### config.mk
export PLATFORM = sky130hd
export DESIGN_NAME = zmaps_buf
export DESIGN_NICKNAME = d
export VERILOG_FILES = /design/src/rtl/zmaps_pkg.sv /design/src/rtl/zmaps_fifo.sv /design/src/rtl/zmaps_buf.sv
export SDC_FILE = /design/constraint.sdc
export NUM_CORES = 1
export LEC_CHECK = 0
export CORE_MARGIN = 8
export CORE_UTILIZATION = 54
export CTS_CLUSTER_SIZE = 40
export DETAILED_ROUTE_END_ITERATION = 10
export PLACE_DENSITY = 0.94
export SKIP_CTS_REPAIR_TIMING = 1
export SYNTH_ARGS = -nofsm -noshare
export SYNTH_HDL_FRONTEND = slang
export SYNTH_SLANG_ARGS = --single-unit
### constraint.sdc
create_clock -name clk -period 6.11 [get_ports clk]
set_input_delay 0.611 -clock clk [delete_from_list [all_inputs] [get_ports clk]]
set_output_delay 0.611 -clock clk [all_outputs]
set_load 0.01 [all_outputs]
### src/rtl/zmaps_pkg.sv
// Shared constants and sizing helpers for the Z80-to-FPRAM write mapper.
//   FILE_CRAM / FILE_SFYS : file indices of the colour RAM and sprite file
//   REGS_SEL              : a[11:8] value that selects the byte-wide register file
//   sel_width()           : bits needed to carry a file index (at least 1)
//   entry_width()         : width of one queued CPU word write {sel, addr, data}
package zmaps_pkg;

    localparam int unsigned FILE_CRAM = 0;
    localparam int unsigned FILE_SFYS = 1;
    localparam logic [3:0]  REGS_SEL  = 4'b0100;

    function automatic int unsigned sel_width(input int unsigned files);
        return (files > 1) ? $clog2(files) : 1;
    endfunction

    function automatic int unsigned entry_width(input int unsigned files,
                                                input int unsigned aw);
        return sel_width(files) + aw + 16;
    endfunction

endpackage

### src/rtl/zmaps_fifo.sv
// Synchronous show-ahead FIFO. The head entry is visible whenever the FIFO is
// not empty and is consumed by pop at the clock edge.
//   clk, rst      : clock, synchronous active-high reset (empties the FIFO)
//   push, din     : write request and data; accepted when not full or when a
//                   pop happens in the same cycle
//   pop           : remove head entry (ignored when empty)
//   head          : current head entry
//   cnt           : number of stored entries, 0..DEPTH
//   full, empty   : status flags
module zmaps_fifo #(
    parameter int unsigned  WIDTH = 8,
    parameter int unsigned  DEPTH = 4,
    localparam int unsigned PW    = $clog2(DEPTH),
    localparam int unsigned CW    = PW + 1
) (
    input  logic             clk,
    input  logic             rst,
    input  logic             push,
    input  logic [WIDTH-1:0] din,
    input  logic             pop,
    output logic [WIDTH-1:0] head,
    output logic [CW-1:0]    cnt,
    output logic             full,
    output logic             empty
);

    logic [WIDTH-1:0] mem_q [DEPTH];
    logic [PW-1:0]    wr_ptr_q;
    logic [PW-1:0]    rd_ptr_q;
    logic [CW-1:0]    cnt_q;
    logic             do_push;
    logic             do_pop;

    assign empty   = (cnt_q == '0);
    assign full    = (cnt_q == CW'(DEPTH));
    assign do_pop  = pop & ~empty;
    // A pop in the same cycle frees a slot, so a push on full is still accepted.
    assign do_push = push & (~full | do_pop);
    assign head    = mem_q[rd_ptr_q];
    assign cnt     = cnt_q;

    // Pointers wrap naturally because DEPTH is a power of two.
    always_ff @(posedge clk) begin
        if (rst) begin
            wr_ptr_q <= '0;
            rd_ptr_q <= '0;
            cnt_q    <= '0;
        end else begin
            if (do_push) wr_ptr_q <= wr_ptr_q + 1'b1;
            if (do_pop)  rd_ptr_q <= rd_ptr_q + 1'b1;
            if (do_push && !do_pop)      cnt_q <= cnt_q + 1'b1;
            else if (do_pop && !do_push) cnt_q <= cnt_q - 1'b1;
        end
    end

    always_ff @(posedge clk) begin
        if (do_push) mem_q[wr_ptr_q] <= din;
    end

endmodule

### src/rtl/zmaps_buf.sv
// Buffered Z80-to-FPRAM write mapper. Decodes Z80 writes in the 4 KB window,
// pairs an even-address byte (lsb) with the following odd-address byte into a
// word, queues word writes and arbitrates them against DMA (DMA first).
//   clk, rst            : clock, synchronous active-high reset
//   memwr_s, a, d       : Z80 write strobe, address, data
//   fmaddr              : [4] window enable, [3:0] window base a[15:12]
//   dma_data/wraddr/we  : DMA write word, word address, per-file request
//   zma, zmd, file_we   : file word address, write word, one-hot file strobe
//   regs_we/a/d         : register-file byte write (combinational)
//   fifo_cnt            : queued CPU word writes
//   ovf, ovf_clr        : sticky lost-write flag and its clear
module zmaps_buf
    import zmaps_pkg::*;
#(
    parameter int unsigned  FILES = 2,
    parameter int unsigned  AW    = 8,
    parameter int unsigned  DEPTH = 4,
    localparam int unsigned SW    = sel_width(FILES),
    localparam int unsigned EW    = entry_width(FILES, AW),
    localparam int unsigned CW    = $clog2(DEPTH) + 1
) (
    input  logic             clk,
    input  logic             rst,
    input  logic             memwr_s,
    input  logic [15:0]      a,
    input  logic [7:0]       d,
    input  logic [4:0]       fmaddr,
    input  logic [15:0]      dma_data,
    input  logic [AW-1:0]    dma_wraddr,
    input  logic [FILES-1:0] dma_we,
    output logic [AW-1:0]    zma,
    output logic [15:0]      zmd,
    output logic [FILES-1:0] file_we,
    output logic             regs_we,
    output logic [7:0]       regs_a,
    output logic [7:0]       regs_d,
    output logic [CW-1:0]    fifo_cnt,
    output logic             ovf,
    input  logic             ovf_clr
);

    logic          hit;
    logic          file_ok;
    logic          push_req;
    logic          pop;
    logic          dma_any;
    logic          fifo_full;
    logic          fifo_empty;
    logic [7:0]    lsb_q;
    logic          ovf_q;
    logic [EW-1:0] push_entry;
    logic [EW-1:0] head;
    logic [SW-1:0] head_sel;
    logic [AW-1:0] head_addr;
    logic [15:0]   head_data;

    assign hit     = memwr_s & fmaddr[4] & (a[15:12] == fmaddr[3:0]);
    assign file_ok = (32'(a[11:9]) < FILES);
    assign push_req   = ~rst & hit & a[0] & file_ok;
    assign push_entry = {SW'(a[11:9]), a[AW:1], d, lsb_q};

    assign dma_any = |dma_we;
    assign pop     = ~rst & ~dma_any & ~fifo_empty;

    assign {head_sel, head_addr, head_data} = head;

    // Register path bypasses the FIFO and DMA arbitration entirely.
    assign regs_we = ~rst & hit & (a[11:8] == REGS_SEL);
    assign regs_a  = a[7:0];
    assign regs_d  = d;

    zmaps_fifo #(
        .WIDTH (EW),
        .DEPTH (DEPTH)
    ) u_fifo (
        .clk   (clk),
        .rst   (rst),
        .push  (push_req),
        .din   (push_entry),
        .pop   (pop),
        .head  (head),
        .cnt   (fifo_cnt),
        .full  (fifo_full),
        .empty (fifo_empty)
    );

    // lsb survives the word push so repeated odd writes reuse the same low byte.
    always_ff @(posedge clk) begin
        if (rst) begin
            lsb_q <= 8'h00;
        end else if (hit && !a[0]) begin
            lsb_q <= d;
        end
    end

    // Set wins over clear when an overflow coincides with ovf_clr.
    always_ff @(posedge clk) begin
        if (rst) begin
            ovf_q <= 1'b0;
        end else if (push_req && fifo_full && !pop) begin
            ovf_q <= 1'b1;
        end else if (ovf_clr) begin
            ovf_q <= 1'b0;
        end
    end

    assign ovf = ovf_q;

    always_comb begin
        file_we = '0;
        zma     = head_addr;
        zmd     = head_data;
        if (!rst) begin
            if (dma_any) begin
                // Isolate the lowest set request bit.
                file_we = dma_we & (~dma_we + FILES'(1));
                zma     = dma_wraddr;
                zmd     = dma_data;
            end else if (!fifo_empty) begin
                file_we = FILES'(1) << head_sel;
            end
        end
    end

endmodule

# --- Word level (Yosys, flattened, before mapping) ---
# Memories as Yosys holds them, arrays and structs flattened. A register that Yosys moved wholly into a read port is not among the register bits.
# Index checks and enable logic that the tools add are counted.
totals:
  word_cells: 61
  regBits: 16
  inputBits: 59
  memories: 1
  mem_bits_rw: 100
  output_inout_bits: 47
  latch_bits: 0
  mem_bits_ro: 0
memory_table:
  columns: ["memory", "words", "word_bits", "read_ports", "rd_ports_with_merged_regs", "write_ports", "line", "text"]
  rows:
  - ["u_fifo.mem_q", 4, 25, 1, 1, 1, "zmaps_fifo.sv:27", "logic [WIDTH-1:0] mem_q [DEPTH];"]
op_classes:
  mul: 0
  muxes: 15
  n_eq_ne: 3
  magnitude_cmp: 1
  n_shift: 1
  bitwise_logic: 17
  div_mod_pow: 0
  add_sub_neg: 5
  reduce_logical: 13
ops:
  columns: ["cell", "count"]
  rows:
  - ["16-bit 2-to-1 mux", 2]
  - ["8-bit 2-to-1 mux", 2]
  - ["1-bit bitwise AND", 10]
  - ["2-bit 2-to-1 mux", 5]
  - ["2-bit by 1-bit adder with 2-bit output (second input constant)", 3]
  - ["3-bit 2-to-1 mux", 2]
  - ["1-bit logical AND", 5]
  - ["4-bit by 3-bit == test with 1-bit output (second input constant)", 1]
  - ["4-bit == test", 1]
  - ["1-bit zero test", 4]
  - ["1-bit 2-to-1 mux", 4]
  - ["1-bit inverter", 4]
  - ["2-bit nonzero test", 2]
  - ["3-bit by 1-bit adder with 3-bit output (second input constant)", 1]
  - ["3-bit == test (second input constant)", 1]
  - ["3-bit zero test", 1]
  - ["3-bit by 2-bit < comparator with 1-bit output (second input constant)", 1]
  - ["3-bit by 1-bit subtractor with 3-bit output (second input constant)", 1]
  - ["2-bit bitwise AND", 1]
  - ["2-bit inverter", 1]
  - ["2-bit OR reduction", 1]
  - ["1-bit by 1-bit left shift with 2-bit output (first input constant)", 1]
  - ["1-bit OR", 1]

# --- Depth between registers and ports, before layout ---
# Gate-level depths: netlist of the first run.
logic_depth:
  ltp_word: 11
  ltp_mapped: 9
  ltp_nobuf: 9

# --- Hierarchy ---
# From an unflattened synthesis of the first run, not the netlist that was laid out.
unflattened:
  cells_unflattened: 281
  hier_area_um2: 5006.1
by_module_without_submodules:
  columns: ["module", "cells_per_inst", "area_each_um2", "n_inst", "seq_area_each_um2"]
  rows:
  - ["zmaps_fifo", 179, 4097.7, 1, 3183.1]
  - ["zmaps_buf", 102, 908.4, 1, 180.2]

# --- Least setup slack after synthesis of the first run ---
# No wires, ideal clock.
synth_path:
  kind: "input-to-reg"
  startpoint: "input port fmaddr[3]"
  endpoint: "register u_fifo.cnt_q[2] (netlist: u_fifo.cnt[2])"
  path_stages: 9
  t_required_ps: 6040
  setup_time_ps: 70
  arrival_time_ps: 2962
  path_buffers: 0
  slack_ps: 3078
  path_cell_list: "xor2_1 or4_4 nor4_4 ha_1 inv_1 fa_1 xor2_1 or3_1 a21oi_1"
synth_between:
  elab_chain_cells: 9
  elab_cells_between_ends: 11
  cone_classes: "1 x eq/ne; 1 x mux; 5 x bitwise; 4 x reduce/logical"
synth_rtl:
  columns: ["element", "line", "text"]
  rows:
  - ["start, declared", "zmaps_buf.sv:27", "input logic [4:0] fmaddr,"]
  - ["4-bit == test *", "zmaps_buf.sv:57", "assign hit = memwr_s & fmaddr[4] & (a[15:12] == fmaddr[3:0]);"]
  - ["1-bit bitwise AND *", "zmaps_buf.sv:57", null]
  - ["1-bit bitwise AND * (3 in series)", "zmaps_buf.sv:59", "assign push_req = ~rst & hit & a[0] & file_ok;"]
  - ["1-bit bitwise AND *", "zmaps_fifo.sv:38", "assign do_push = push & (~full | do_pop);"]
  - ["net u_fifo.do_push", "zmaps_fifo.sv:31", "logic do_push;"]
  - ["1-bit zero test", "zmaps_fifo.sv:52", "else if (do_pop && !do_push) cnt_q <= cnt_q - 1'b1;"]
  - ["1-bit logical AND", "zmaps_fifo.sv:52", null]
  - ["2-bit nonzero test (no source line)", null, null]
  - ["end signal, assigned", "zmaps_fifo.sv:51", "if (do_push && !do_pop) cnt_q <= cnt_q + 1'b1;"]
  - ["end signal, assigned", "zmaps_fifo.sv:52", null]
  - ["end, declared", "zmaps_fifo.sv:30", "logic [CW-1:0] cnt_q;"]
# Mark *: on every way through the listed nets, which the timed path passes. The rest lies on a longest branch.
# A chain may end at the register's enable or synchronous reset.

# --- Final worst setup path of the first run ---
layout_path:
  startpoint: "input port rst"
  endpoint: "output port zmd[12]"
layout_between:
  elab_chain_cells: 1
layout_rtl:
  columns: ["element", "line", "text"]
  rows:
  - ["start, declared", "zmaps_buf.sv:23", "input logic rst,"]
  - ["16-bit 2-to-1 mux", "zmaps_buf.sv:113", "if (!rst) begin"]
  - ["end, declared", "zmaps_buf.sv:32", "output logic [15:0] zmd,"]
# Every way passes these cells.

==> flow_metrics.tcl, run 1 <==
set metrics [dict create \
    drtAntennaViolNets 0 \
    yosysTopAreaCell "edfxtp_1" \
    setup_tns_ns 0 \
    cts_buffers 17 \
    drive_above_1_share 0.228 \
    grt_pass1_wl_um 17300 \
    ys_ff_latch 118 \
    start_util 0.548 \
    num_rows 35 \
    cts_tree "done" \
    route.met3.wl_um 810 \
    whs_endpoint "ovf" \
    r2r_slack_ns 3.57 \
    worst_ep_required_time_ns 5.50 \
    grt.total_usage 0.184 \
    hold_start "ovf" \
    cts-root-buf "clkbuf_8" \
    wl_met2_um 5840 \
    slew_headroom 0.309 \
    fp.coreArea_sq_um 9110 \
    ys_warn_count 0 \
    synth.area.top_cells "edfxtp_1, mux4_2, dfxtp_1" \
    area_growth_pct 33.4 \
    drc 0 \
    finalHoldViolCount 0 \
    h-tree-depth 4 \
    placed_cell_area_sq_um 6030 \
    routabilityCongestion 0.765 \
    cp-start-kind "input port" \
    dr.pass1.iters 5 \
    diodes 0 \
    place_hpwl_um 6790 \
    setup_viol 0 \
    fmax_mhz 244 \
    die-area_sq_um 12600 \
    critPathCaptureType "output port" \
    reg2reg_depth 8 \
    placedCellCount 469 \
    avgRoutedWirePerCell_um 22.1 \
    vias 2812 \
    clock_latency_ns 0.50 \
    drt-met1-wl_um 4290 \
    vdd_drop_max_mv 0.234 \
    worst_pin_slew_ns 1.03 \
    fin_crit_sh 0.670 \
    synth_top_area_frac 0.601 \
    grt_max_degree 34 \
    syn_area_sq_um 5000 \
    synth_nets 343 \
    port_buffers 105 \
    maxSlewViolCount 0 \
    final_cell_count_no_fill 501 \
    timing.rr.start "u_fifo.cnt[0]" \
    fin_area_sq_um 6670 \
    drt_iter0_markers 202 \
    highest_layer "met4" \
    ys_seq_area_frac 0.673 \
    antenna_found_initial 0 \
    crit_fanout 33 \
    die_y_um 112 \
    cts_buffer_depth 2 \
    power_density_nw_per_um2 309 \
    viasPerCell 5.61 \
    drt-total-wl_um 11100 \
    p_leak_nw 2.27 \
    crit-reg2reg-capture "u_fifo.cnt[2]" \
    hold_class "flop to flop" \
    status "finished, final reports clean" \
    grt_pass1_vias 3222 \
    hold_depth 2 \
    crit_type "input port to output port" \
    cts.reportedPaths.clkPinSlew_ns 0.05 \
    syn_avg_cell_area_sq_um 18.0 \
    pre_cts_slack_ns 1.86 \
    synth_cell_types 32 \
    finalClockSkew_ns 0.00984 \
    rsz0062_at_grt "false" \
    max_cap_violations 0 \
    cts.sinks 118 \
    postLayoutCoreUtil 0.732 \
    crit_arrival_ns 3.48 \
    grt.overflow.total 0 \
    postSynthCellCount 278 \
    die_w_um 112 \
    crit_start "rst" \
    finalWorstSetupSlack_ns 2.02 \
    nets 442 \
    fin_crit_ns 4.09 \
    num_io_pins 106 \
]
[worst max-delay path: stages]
cell             delay (ns)
clkdlybuf4s50_1        1.15
o21bai_2               0.43
buf_4                  0.38
mux2_2                 0.38
clkdlybuf4s50_1        0.51
[kinds of logic (layout without fill, tap and decap cells)]
group,count (synthesis),in the layout,share of synthesized area
xor gates and xnor gates,8,8,0.0140
DFF,118,118,0.673
buffers and inverters,31,143,0.0376
AOI/OAI and AO/OA,6,6,0.00676
adders and majority gates,6,6,0.0165
muxes,60,60,0.190
and+or+nand+nor,49,49,0.0621
[routing by layer]
layer,GRT usage,up-vias
met4,0.0692,0
met2,0.313,126
li1,-,1264
met5,0,-
met3,0.0687,12
met1,0.207,1410
[through the flow]
step,hold WS [ns],power [mW]
after floorplan,0.461,0.930
after global placement,0.466,0.999
after detailed placement,0.488,1.00
after CTS,0.498,2.07
after global routing,0.507,2.11
final,0.488,2.06
[synth_stat cells]
| library cell | n |
|---|---|
| or4b_2 | 1 |
| nor4_4 | 1 |
| nand3_1 | 3 |
| and2_2 | 4 |
| nor4_1 | 1 |
| buf_4 | 16 |
| mux2_4 | 1 |
| nor3_1 | 3 |
| a21oi_1 | 3 |
| o21ai_0 | 1 |
| buf_2 | 3 |
| mux2_2 | 24 |
| buf_1 | 1 |
| ha_1 | 5 |
| nor3_4 | 1 |
| or4_4 | 1 |
| nor4b_1 | 1 |
| nor2_1 | 10 |
| mux4_2 | 25 |
| clkbuf_1 | 6 |
| mux2i_1 | 10 |
| or3_1 | 2 |
| inv_1 | 4 |
| xor2_1 | 8 |
| fa_1 | 1 |
| o21bai_1 | 1 |
| edfxtp_1 | 100 |
| nand2_1 | 2 |
| dfxtp_1 | 18 |
| nand2b_1 | 19 |
| o22ai_1 | 1 |
| buf_6 | 1 |
[flip-flops by register name, summed over array words and instances (netlist names), named ones only]
signal	cells
u_fifo.mem_q	100
lsb_q	8
u_fifo.cnt	3
u_fifo.rd_ptr_q	2
u_fifo.wr_ptr_q	2
ovf	1
[placed cells by master, fill, tap and decap left out]
cell type	instances
nand3_1	3
or4b_2	1
ha_1	5
o21bai_2	1
dfxtp_2	1
clkdlybuf4s50_1	105
or3_1	2
fa_1	1
or4_4	1
nor4b_1	1
xor2_1	8
nand2_1	2
clkinv_1	1
nor4_1	1
nor4_4	1
nor2_1	10
clkinv_2	4
a21oi_1	3
and2_2	4
clkbuf_16	16
mux4_2	25
edfxtp_1	100
mux2_4	1
dfxtp_1	17
bufinv_16	6
mux2i_1	10
nor3_1	3
buf_4	2
mux2_2	24
clkbuf_1	4
inv_1	4
nand2b_1	19
o21ai_0	1
o22ai_1	1
clkbuf_8	1
nor3_4	1
[how the worst max path moves through the flow]
stage / endpoint / slack [ns] / cells after the start
floorplan: u_fifo.cnt[2] / 3.08 / 9
global placement: u_fifo.cnt[2] / 2.05 / 9
detailed placement: u_fifo.cnt[2] / 1.86 / 9
CTS: zmd[15] / 2.00 / 5
global route: zmd[12] / 1.87 / 5
finish: zmd[12] / 2.02 / 5
[report_power, final]
part | switching [mW] | leakage (nW) | internal (mW)
Clock | 0.332 | 0.311 | 0.740
Combinational | 0.0441 | 0.873 | 0.0717
Sequential | 0.000677 | 1.09 | 0.870
[final cells by class]
class                      instances  area [sq um]
sequential                       118          3360
fill                             526          2440
multi-input combinational        129          1450
timing repair buffer             107          1070
clock buffer                      21           429
clock inverter                    11           204
tap                              111           139
inverter                           4          15.0
Power figures use the tool's default switching activity.
==> run 2: changes to the inputs <==
CORE_UTILIZATION = 51   (was 54)
PLACE_DENSITY = 0.9   (was 0.94)
clock period = 4.2 ns   (was 6.11 ns; I/O delays follow)
==> run 2 against run 1 <==
  * Sequential cell count unchanged
  * Combinational power rose by 43%
  * Register-to-register slack lost 1.8 ns
  * Count of clock-buffer cells in the layout is 4 lower
  * Utilization decreased by 4.0 points
  * Critical path depth decreased by 2
  * Via count fell by 0.82%
  * Worst hold slack got worse by 0.0014 ns
  * Sequential share of layout area about the same
==> flow_metrics.tcl, run 2 (synthesized netlist as in run 1, its figures left out) <==
set metrics [dict create \
    holdWs_ns 0.487 \
    setup_viol 0 \
    diodes 0 \
    mostFrequentLayoutCell "clkdlybuf4s50_1" \
    worst_pin_slew_ns 0.937 \
    drt-total-wl_um 10700 \
    final_cell_count_no_fill 523 \
    maxSlewViolCount 0 \
    cts_tree "done" \
    placedCellCount 492 \
    start_util 0.518 \
    pre_cts_slack_ns 0.591 \
    finalHoldViolCount 0 \
    antenna_found_initial 0 \
    max_cap_violations 0 \
    drt_iter0_markers 167 \
    grt_pass1_vias 3127 \
    crit_family "flip-flops" \
    cts.sinks 118 \
    die_w_um 115 \
    nets 443 \
    crit_arrival_ns 2.88 \
    routabilityCongestion 0.730 \
    cp_num_buf_inv 1 \
    drc 0 \
    path_cells "mux4_2 -> mux2_2 -> clkdlybuf4s50_1" \
    p_leak_nw 2.25 \
    critPathCaptureType "output port" \
    h-tree-depth 4 \
    p_sw_frac 0.195 \
    power_density_nw_per_um2 433 \
    num_rows 36 \
    cts_buffer_depth 2 \
    grt.total_usage 0.170 \
    cts-root-buf "clkbuf_8" \
    port_buffers 105 \
    grt.overflow.total 0 \
    pwr-share-seq 0.439 \
    crit_slowest_cell "dfxtp_2" \
    slew_headroom 0.375 \
    vdd_drop_max_mv 0.284 \
    p_total_mw 2.89 \
    cp-start-kind "flop" \
    final_cell_mix "clkdlybuf4s50_1, edfxtp_1, mux4_2" \
    p_switching_mw 0.563 \
    status "finished, final reports clean" \
    largest_register "u_fifo.mem_q" \
    avgRoutedWirePerCell_um 20.4 \
    cts.reportedPaths.clkPinSlew_ns 0.06 \
    grt_max_degree 26 \
    hold_class "flop to flop" \
    power_frac_comb 0.057 \
    crit_fanout 25 \
    dr.pass1.iters 4 \
    postLayoutCoreUtil 0.691 \
    rsz0062_at_grt "false" \
    fin_crit_ns 3.30 \
    num_io_pins 106 \
    clock_latency_ns 0.51 \
    worst_ep_required_time_ns 3.78 \
    fin_crit_sh 0.785 \
    largest_register_ffs 100 \
    fmax_mhz 303 \
    grt_pass1_wl_um 16600 \
    p_clk_frac 0.504 \
    fin_area_sq_um 6670 \
    finalWorstSetupSlack_ns 0.905 \
    place_hpwl_um 6660 \
    crit_type "flop to output port" \
    fillers 643 \
    vias 2789 \
    drive_above_1_share 0.236 \
    fp.coreArea_sq_um 9640 \
    die_y_um 115 \
    drtAntennaViolNets 0 \
    p_int_mw 2.32 \
    die-area_sq_um 13200 \
    max_stage_delay_ns 0.94 \
    finalClockSkew_ns 0.00675 \
    area_growth_pct 33.4 \
    viasPerCell 5.33 \
    setup_tns_ns 0 \
    cts_buffers 17 \
    placed_cell_area_sq_um 6070 \
]
-- run 2: cell count changes in the layout (fill, tap and decap cells not counted) --
cell        delta
buf_4          +1
bufinv_16      -2
clkbuf_1       -4
clkinv_1       +1
clkinv_2       -1
clkinvlp_4     +3
inv_6          +2
-- run 2: routing by layer --
| metal | routed length, um | vias up | GRT usage | part of all wire |
|---|---|---|---|---|
| met1 | 4070 | 1403 | 0.183 | 0.38 |
| met2 | 5680 | 113 | 0.302 | 0.53 |
| met3 | 842 | 8 | 0.0641 | 0.079 |
| met5 | 0 | - | 0 | 0 |
| met4 | 87 | 0 | 0.0569 | 0.0082 |
| li1 | - | 1265 | - | - |
-- run 2: layout make-up --
class	count	area [sq um]	share of cell area
sequential	118	3360	0.505
multi-input combinational	129	1450	0.217
timing repair buffer	108	1070	0.161
clock buffer	17	414	0.0621
clock inverter	14	183	0.0274
tap	133	166	0.0250
inverter	4	15.0	0.00225
-- run 2: power by group through the flow --
stage / Combinational, mW / Clock, mW / Sequential (mW)
after floorplan: 0.0629 / 0 / 1.29
after detailed placement: 0.167 / 0 / 1.29
after global routing: 0.177 / 1.52 / 1.27
final: 0.166 / 1.45 / 1.27
after global placement: 0.163 / 0 / 1.29
after CTS: 0.168 / 1.47 / 1.27
-- run 2: worst min-delay path, delay by kind of cell, from the launching register on --
| family | cells | cell delay [ns] |
|---|---|---|
| flops | 1 | 0.31 |
| compound gates | 1 | 0.06 |
| simple gates | 1 | 0.07 |
-- run 2: worst paths after layout --
check	start	endpoint	slack, ns	cells after the start
max	flop	zmd[0]	0.90	3
min	ovf	ovf	0.49	2
max reg2reg	u_fifo.cnt[0]	u_fifo.cnt[2]	1.72	8
min reg2reg	ovf	ovf	0.49	2
==> run 3: changes to the inputs <==
CORE_UTILIZATION = 46   (was 51)
PLACE_DENSITY = 0.86   (was 0.9)
clock period = 2.6 ns   (was 4.2 ns; I/O delays follow)
==> run 3 against run 2 <==
  * Worst hold slack lost 0.074 ns
  * Register-to-register slack got worse by 1.4 ns
  * Final cell count is 7.6% higher
  * Sequential cell count unchanged
  * Global-route usage is 2.5 points lower
  * Wire length down 4.3%
  * Non-clock buffer count grew 32
  * Count of clock-buffer cells in the layout is 1 higher
  * First-iteration DRC count decreased by 17%
  * Sequential share of layout area decreased by 3.0 points
  * Via count rose by 1.9%
==> flow_metrics.tcl, run 3 (synthesized netlist as in run 1, its figures left out) <==
set metrics [dict create \
    viasPerCell 5.05 \
    power_density_nw_per_um2 647 \
    pre_cts_slack_ns -0.374 \
    start_util 0.467 \
    die_w_um 120 \
    maxSlewViolCount 0 \
    critPathCaptureType "output port" \
    worst_pin_slew_ns 0.661 \
    die_y_um 120 \
    vias 2841 \
    fp.coreArea_sq_um 10700 \
    placedCellCount 524 \
    largest_register_ffs 100 \
    final_cell_mix "edfxtp_1, clkdlybuf4s50_1, mux4_2, dlymetal6s2s_1, buf_4" \
    status "finished, final reports clean" \
    num_rows 38 \
    antenna_found_initial 0 \
    p_leak_nw 2.71 \
    finalWorstSetupSlack_ns 0.0695 \
    drc 0 \
    holdWs_ns 0.413 \
    max_cap_violations 0 \
    vdd_drop_max_mv 0.488 \
    crit_fanout 9 \
    drtAntennaViolNets 0 \
    cts_tree "done" \
    drt_iter0_markers 138 \
    p_total_mw 4.59 \
    reg2reg_depth 8 \
    cts-root-buf "clkbuf_8" \
    cts.sinks 118 \
    fin_crit_sh 0.973 \
    fmax_mhz 395 \
    grt_max_degree 25 \
    grt.overflow.total 0 \
    grt_pass1_vias 3202 \
    clock_latency_ns 0.50 \
    place_hpwl_um 7180 \
    cp-start-kind "flop" \
    die-area_sq_um 14500 \
    cts_buffer_depth 2 \
    routabilityCongestion 0.718 \
    nets 475 \
    diodes 0 \
    port_buffers 105 \
    slew_headroom 0.553 \
    worst_ep_required_time_ns 2.34 \
    postLayoutCoreUtil 0.664 \
    num_io_pins 106 \
    final_cell_count_no_fill 563 \
    cts.reportedPaths.clkPinSlew_ns 0.06 \
    finalHoldViolCount 0 \
    avgRoutedWirePerCell_um 18.1 \
    grt.total_usage 0.145 \
    largest_register "u_fifo.mem_q" \
    setup_viol 0 \
    h-tree-depth 4 \
    crit_arrival_ns 2.27 \
    crit_type "flop to output port" \
    mostFrequentLayoutCell "edfxtp_1" \
    finalClockSkew_ns 0.00771 \
    hold_class "input port to flop" \
    dr.pass1.iters 4 \
    grt_pass1_wl_um 16200 \
    drive_above_1_share 0.300 \
    drt-total-wl_um 10200 \
    fin_crit_ns 2.53 \
    hold_depth 3 \
    area_growth_pct 42.1 \
    cts_buffers 17 \
]
-- run 3: per-layer routing --
layer,routed length [um],track usage
met5,0,0
met4,201,0.0632
met3,656,0.0555
met2,5240,0.247
met1,4110,0.159
-- run 3: per-stage QoR --
| stage | cell area (sq um) | setup TNS (ns) |
|---|---|---|
| final | 7100 | 0 |
| after global routing | 7100 | -0.000899 |
| after CTS | 6970 | -3.16 |
| after detailed placement | 6380 | -0.420 |
| after global placement | 6380 | -0.243 |
| after floorplan | 5000 | 0 |
-- run 3: worst paths after layout --
path	from	endpoint	slack (ns)
worst max register to register	u_fifo.cnt[0]	u_fifo.cnt[2]	0.30
worst min-delay path	ovf_clr	ovf	0.41
worst min register to register	ovf	ovf	0.49
worst max-delay path	flop	zmd[2]	0.07
-- run 3: layout make-up --
cell class | instances | area [sq um]
fillers | 696 | 3600
flip-flops and latches | 118 | 3370
repair buffers | 140 | 1480
multi-input cells | 129 | 1460
clock buffers | 18 | 418
clock inverters | 14 | 176
well taps | 140 | 175
inverters | 4 | 15.0
-- run 3: power breakdown --
part           switching [mW]  total [mW]  internal, mW
combinational           0.102       0.278         0.176
clock                   0.808        2.27          1.46
sequential            0.00122        2.04          2.04
total                   0.911        4.59          3.68
-- run 3: critical path, cell delays in order, from the launching register on --
cell and delay (ns):
dfxtp_4 0.39, buf_12 0.14, mux4_2 0.49, mux2_2 0.27
clkdlybuf4s50_1 0.48
